## config.mk

```make
export PLATFORM = sky130hd
export DESIGN_NAME = matrix_scan_ctrl
export DESIGN_NICKNAME = d
export VERILOG_FILES = /design/src/rtl/ubolo_pkg.sv /design/src/rtl/counter_wrap.sv /design/src/rtl/matrix_scan_ctrl.sv
export SDC_FILE = /design/constraint.sdc
export NUM_CORES = 1
export LEC_CHECK = 0
export CORE_MARGIN = 2
export CORE_UTILIZATION = 53
export CTS_CLUSTER_SIZE = 16
export DETAILED_ROUTE_END_ITERATION = 8
export PLACE_DENSITY = 0.89
export SLEW_MARGIN = 20
export SYNTH_ARGS = -nofsm -noshare
export SYNTH_HDL_FRONTEND = slang
export SYNTH_SLANG_ARGS = --single-unit
```

## constraint.sdc

```tcl
create_clock -name clk_i -period 3.9 [get_ports clk_i]
set_input_delay 1.17 -clock clk_i [delete_from_list [all_inputs] [get_ports clk_i]]
set_output_delay 1.17 -clock clk_i [all_outputs]
set_load 0.005 [all_outputs]
```

## src/rtl/ubolo_pkg.sv

```systemverilog
// ---------------------------------------------------------------------------
// ubolo_pkg
// Shared definitions for the bolometer mux-matrix scan logic:
//   - scan FSM state encoding
//   - debug struct exposing the scan FSM state and the latched mode bit
//   - clog2 helper used to size counters from their wrap value
// ---------------------------------------------------------------------------
package ubolo_pkg;

    localparam logic [1:0] ST_IDLE   = 2'd0;
    localparam logic [1:0] ST_SETTLE = 2'd1;
    localparam logic [1:0] ST_SAMPLE = 2'd2;

    typedef struct packed {
        logic [1:0] state;  // current scan FSM state
        logic       cont;   // latched continuous-mode flag
    } scan_dbg_t;

    // Number of bits needed to hold values 0..value-1.
    function automatic int clog2(input int value);
        int r;
        r = 0;
        for (int i = 0; i < 31; i++) begin
            if ((1 << i) < value) begin
                r = i + 1;
            end
        end
        return r;
    endfunction

endpackage

```

## src/rtl/counter_wrap.sv

```systemverilog
// ---------------------------------------------------------------------------
// counter_wrap
// Modulo-Max up-counter with a wrap flag, used for the row and column
// address of the scan.
// Ports:
//   clk_i    system clock
//   rst_i    synchronous active-high reset, clears the count
//   clr_i    synchronous clear, priority over en_i
//   en_i     advance the count by one (wrapping Max-1 -> 0)
//   count_o  current count, zero-extended to Width bits
//   wrap_o   en_i && count == Max-1 (the count wraps on this edge)
// ---------------------------------------------------------------------------
module counter_wrap
    import ubolo_pkg::*;
#(
    parameter int Width = 5,
    parameter int Max   = 2
) (
    input  logic             clk_i,
    input  logic             rst_i,
    input  logic             clr_i,
    input  logic             en_i,
    output logic [Width-1:0] count_o,
    output logic             wrap_o
);

    // The register is only as wide as Max needs, so bits of count_o above
    // that are structurally zero.
    localparam int CW = (clog2(Max) < 1) ? 1 : clog2(Max);

    logic [CW-1:0] r_count;
    logic          w_at_max;

    assign w_at_max = (r_count == CW'(Max - 1));
    assign wrap_o   = en_i && w_at_max;
    assign count_o  = Width'(r_count);

    always_ff @(posedge clk_i) begin
        if (rst_i || clr_i) begin
            r_count <= '0;
        end else if (en_i) begin
            r_count <= w_at_max ? '0 : r_count + 1'b1;
        end
    end

endmodule

```

## src/rtl/matrix_scan_ctrl.sv

```systemverilog
// ---------------------------------------------------------------------------
// matrix_scan_ctrl
// Row/column scan controller for the bolometer multiplexer matrix. Steps a
// Rows x Cols pixel address (column inner loop), holds each pixel for
// dwell_q settle cycles, strobes sample_o once per pixel and pulses
// frame_done_o with the last pixel's strobe. Single or continuous frames.
// Ports:
//   clk_i         system clock
//   rst_i         synchronous active-high reset
//   start_i       begin a frame (only honoured in IDLE)
//   cont_i        continuous mode, sampled at start and at each frame end
//   abort_i       stop the scan, return to IDLE at address (0,0)
//   dwell_i       settle cycles per pixel (0 is treated as 1), latched at start
//   row_o/col_o   current pixel address
//   sample_o      one-cycle strobe: pixel (row_o,col_o) is settled
//   frame_done_o  one-cycle pulse with the last pixel's sample_o
//   busy_o        high whenever the scan is not idle
//   dbg_o         FSM state and latched continuous flag
// All outputs except dbg_o are registered, one cycle behind the FSM state.
// ---------------------------------------------------------------------------
module matrix_scan_ctrl
    import ubolo_pkg::*;
#(
    parameter int Rows       = 2,
    parameter int Cols       = 2,
    parameter int Width      = 5,
    parameter int DwellWidth = 8
) (
    input  logic                  clk_i,
    input  logic                  rst_i,
    input  logic                  start_i,
    input  logic                  cont_i,
    input  logic                  abort_i,
    input  logic [DwellWidth-1:0] dwell_i,
    output logic [Width-1:0]      row_o,
    output logic [Width-1:0]      col_o,
    output logic                  sample_o,
    output logic                  frame_done_o,
    output logic                  busy_o,
    output scan_dbg_t             dbg_o
);

    logic [1:0]            r_state;
    logic [1:0]            w_state_nxt;
    logic [DwellWidth-1:0] r_dwell_q;
    logic [DwellWidth-1:0] r_dwell_cnt;
    logic                  r_cont_q;
    logic                  r_sample;
    logic                  r_done;
    logic                  r_busy;
    logic                  w_sample_nxt;
    logic                  w_done_nxt;
    logic                  w_busy_nxt;
    logic                  w_col_wrap;
    logic                  w_row_wrap;
    logic                  w_last;
    logic                  w_settled;
    logic [Width-1:0]      w_row;
    logic [Width-1:0]      w_col;

    // The address advances on the edge that ends the sample_o strobe, so the
    // strobe reports the pixel that settled and the next pixel gets a full
    // settle window. Abort returns the address to (0,0).
    counter_wrap #(.Width(Width), .Max(Cols)) u_col (
        .clk_i   (clk_i),
        .rst_i   (rst_i),
        .clr_i   (abort_i),
        .en_i    (r_sample),
        .count_o (w_col),
        .wrap_o  (w_col_wrap)
    );

    counter_wrap #(.Width(Width), .Max(Rows)) u_row (
        .clk_i   (clk_i),
        .rst_i   (rst_i),
        .clr_i   (abort_i),
        .en_i    (w_col_wrap),
        .count_o (w_row),
        .wrap_o  (w_row_wrap)
    );

    assign w_last    = (w_row == Width'(Rows - 1)) && (w_col == Width'(Cols - 1));
    assign w_settled = (r_dwell_cnt == r_dwell_q - DwellWidth'(1));

    // State register
    always_ff @(posedge clk_i) begin
        if (rst_i) begin
            r_state <= ST_IDLE;
        end else begin
            r_state <= w_state_nxt;
        end
    end

    // Next-state logic; abort overrides every transition
    always_comb begin
        w_state_nxt = r_state;
        if (abort_i) begin
            w_state_nxt = ST_IDLE;
        end else begin
            case (r_state)
                ST_IDLE:   if (start_i) w_state_nxt = ST_SETTLE;
                ST_SETTLE: if (w_settled) w_state_nxt = ST_SAMPLE;
                ST_SAMPLE: w_state_nxt = (w_last && !cont_i) ? ST_IDLE : ST_SETTLE;
                default:   w_state_nxt = ST_IDLE;
            endcase
        end
    end

    // Output logic feeding the output registers
    always_comb begin
        w_sample_nxt = (r_state == ST_SAMPLE) && !abort_i;
        w_done_nxt   = w_sample_nxt && w_last;
        w_busy_nxt   = (r_state != ST_IDLE) && !abort_i;
    end

    // Dwell counter and latched frame parameters
    always_ff @(posedge clk_i) begin
        if (rst_i) begin
            r_dwell_q   <= DwellWidth'(1);
            r_cont_q    <= 1'b0;
            r_dwell_cnt <= '0;
        end else if (r_state == ST_IDLE) begin
            if (start_i && !abort_i) begin
                r_dwell_q   <= (dwell_i == '0) ? DwellWidth'(1) : dwell_i;
                r_cont_q    <= cont_i;
                r_dwell_cnt <= '0;
            end
        end else if (r_state == ST_SETTLE) begin
            r_dwell_cnt <= r_dwell_cnt + DwellWidth'(1);
        end else begin
            r_dwell_cnt <= '0;
            if (w_last && !abort_i) begin
                r_cont_q <= cont_i;
            end
        end
    end

    always_ff @(posedge clk_i) begin
        if (rst_i) begin
            r_sample <= 1'b0;
            r_done   <= 1'b0;
            r_busy   <= 1'b0;
        end else begin
            r_sample <= w_sample_nxt;
            r_done   <= w_done_nxt;
            r_busy   <= w_busy_nxt;
        end
    end

    assign row_o        = w_row;
    assign col_o        = w_col;
    assign sample_o     = r_sample;
    assign frame_done_o = r_done;
    assign busy_o       = r_busy;
    assign dbg_o        = '{state: r_state, cont: r_cont_q};

endmodule
```

==> key figures <==
Global routing
  – Vias in the first global route: 1036
  – Tot GR Track Use: 20.56%
  – Largest net degree at the start of global routing: 23
  – Initial antenna violation count: 0
  – Grt ovf: 0
  – First-pass GRT wire length: 4402 um

Clock network
  – CTS Buf Count: 3
  – Post-CTS setup buffers: 0
  – Clk_lat worst skew: 310 ps
  – # H-tree levels: 1
  – Clock buffer depth: 2
  – Post_cts resized: 0
  – Root Buffer Master: clkbuf_4
  – CTS tree: yes
  – Hold_buf cts: 0
  – # clock sinks: 24
  – Clock Pin Slew Worst Setup and Hold Paths: 120 ps

Timing
  – Tmin final: 2583 ps
  – Final worst-path cycle share: 66.22%
  – Worst Max-Slew Pin Slew: 773.7 ps
  – Setup TNS: 0 ps
  – Unrepaired setup endpoints after global routing: false
  – Post-layout worst setup margin: 1317 ps
  – Count of pins over their slew limit: 0
  – Final setup viols: 0
  – Worst hold slack: 516.7 ps
  – Clock skew: 1.958 ps
  – Rel. slew slack: 48.26%
  – Final Hold Viols: 0
  – Max Clk Rate: 387.2 MHz

Floorplan
  – Die area: 2883 um^2
  – IO Pins: 29
  – Row cnt: 18
  – Initial Utilization: 54.31%
  – Die H: 53.69 um
  – DIE WIDTH: 53.69 um
  – Core area: 2410 um^2

Critical path
  – Worst R2R Start: r_dwell_q[0]
  – CP Launch Type: flip-flop
  – Crit-path cells: clkdlybuf4s50_1
  – WP data required: 2730 ps
  – R2R cell count: 7
  – CP endpoint kind: primary output
  – RR Endpoint: r_state[1]
  – R2R setup slack: 2060 ps
  – CP Class: reg2out
  – Buffers and inverters on the worst path: 1
  – Crit-path max cell delay: 570 ps
  – CP top delay family: buffers and inverters
  – Critical path fanouts, max: 7
  – Slowest stage cell, crit path: clkdlybuf4s50_1
  – CP Data Arrival Time: 1410 ps

Logic synthesis
  – Yosys cell types: 38
  – Most frequent cells after synthesis: dfxtp_1, nand2_1, nor2_1, a21oi_1, buf_4
  – Avg Inst Size Synth: 7.932 um^2
  – Synth area leader: dfxtp_1
  – Count of warnings emitted by yosys: 0
  – Area share of the largest cell type after synthesis: 36.71%
  – Yosys reg bits: 24
  – Main synth FF type: dfxtp_1
  – Fraction of registers with async set/reset: 0%
  – Post-Syn Area: 1309 um^2
  – Post-synthesis sequential area ratio: 36.71%
  – Cells after synthesis: 165
  – Top cells by area, synth: dfxtp_1, nand2_1, buf_4
  – EDFF count, synth: 0

Detailed routing
  – Antenna viol nets, final: 0
  – DR WL/cell: 13.48 um
  – First-pass DRT Iterations: 4
  – Total number of vias: 1205
  – Vias per cell: 5.738
  – Final WL: 2830 um
  – Residual DRC count: 0
  – Iter 0 DRT Violations: 43

Power and ir drop
  – P_leak: 0.5589 nW
  – Peak supply drop: 0.2835 mV
  – Cell area power density: 296.2 nW/um^2

Worst hold path
  – Hold EP: r_dwell_q[1]
  – WHS Path Cells: 2
  – Hold Path Class: reg2reg
  – Hold_sp: r_dwell_q[1]

Run status
  – Outcome: finished clean

Finish
  – Share of cells above drive strength 1: 3.333%
  – Sequential Area: 480.5 um^2
  – NumNets Final: 197
  – Multi-input logic area: 743.2 um^2
  – Fill cells: 188
  – Diode count: 0
  – Area Overhead vs Synth: 14.24%

Placement
  – Port bufs: 20
  – Dpl ws: 1140 ps
  – Final Wtd Congestion: 0.8194
  – DP HPWL: 2163 um

Flow run
  – Number of max-cap violations: 0
-- flip-flops by register name, summed over array words and instances, names as in the netlist --
name,cells
busy_o,1
u_row.r_count,1
r_cont_q,1
sample_o,1
u_col.r_count,1
r_state,2
r_dwell_q,8
frame_done_o,1
r_dwell_cnt,8
-- where the power goes --
part | leakage, nW | internal [W] | switching (W)
Sequential | 0.195 | 0.000252 | 0.00000970
Combinational | 0.350 | 0.0000361 | 0.0000398
Clock | 0.0138 | 0.0000361 | 0.0000692
Total | 0.559 | 0.000324 | 0.000119
-- how the worst max path moves through the flow --
stage	startpoint	end	slack [ps]	cells past startpoint
2_1_floorplan	start_i	r_cont_q	1920	5
3_3_place_gp	rst_i	r_state[1]	1220	3
3_5_place_dp	abort_i	r_cont_q	1140	6
4_1_cts	r_state[0]	dbg_o[1]	1330	1
5_1_grt	r_state[0]	dbg_o[1]	1250	1
6_report	r_state[0]	dbg_o[1]	1320	1
-- routing by layer --
| metal | vias up | global-route usage [%] | part of all wire (%) |
|---|---|---|---|
| li1 | 587 | - | - |
| met1 | 587 | 24.91 | 43 |
| met2 | 26 | 37.60 | 53 |
| met3 | 5 | 2.500 | 3.1 |
| met4 | 0 | 5.983 | 0.81 |
| met5 | - | 0 | 0 |
-- layout by cell type (no fill, tap or decap), drive strengths merged, types with 4 or more instances in the layout --
| cell | Yosys | layout |
|---|---|---|
| o21ai | 6 | 6 |
| dfxtp | 24 | 24 |
| nand2 | 24 | 24 |
| nand3 | 7 | 7 |
| xor2 | 7 | 7 |
| nand2b | 4 | 4 |
| clkdlybuf4s50 | 0 | 20 |
| nor3 | 10 | 10 |
| xnor2 | 4 | 4 |
| a21oi | 13 | 13 |
| nor2 | 16 | 16 |
| conb | 1 | 8 |
-- per-stage QoR --
stage	cells	util (%)	total power, W	cell area [um^2]
detailed placement	207	61.11	0.0003413	1473
global placement	207	61.11	0.0003366	1473
global route	210	62.05	0.0004596	1495
floorplan	172	-	0.0003178	1335
finish	210	62.05	0.0004429	1495
CTS	210	62.05	0.0004422	1495
-- final cells by class --
cell class / count / area share (%)
sequential: 24 / 32.13
inverter: 3 / 0.7531
clock buffer: 3 / 1.506
multi-input combinational: 130 / 49.71
tap: 30 / 2.510
timing repair buffer: 20 / 13.39
-- cells by family after synthesis --
kind of cell	count (synthesis)	synth area share [%]
AO/OA/AOI/OAI	34	16.25
XOR/XNOR	11	7.361
adder cells (fa/ha/maj)	2	1.912
buffers and inverters	18	8.508
flip-flops	24	36.71
multiplexers	1	0.7648
other	1	0.2865
AND/OR/NAND/NOR	74	28.20
No activity file was read; power rests on OpenSTA's default activity.
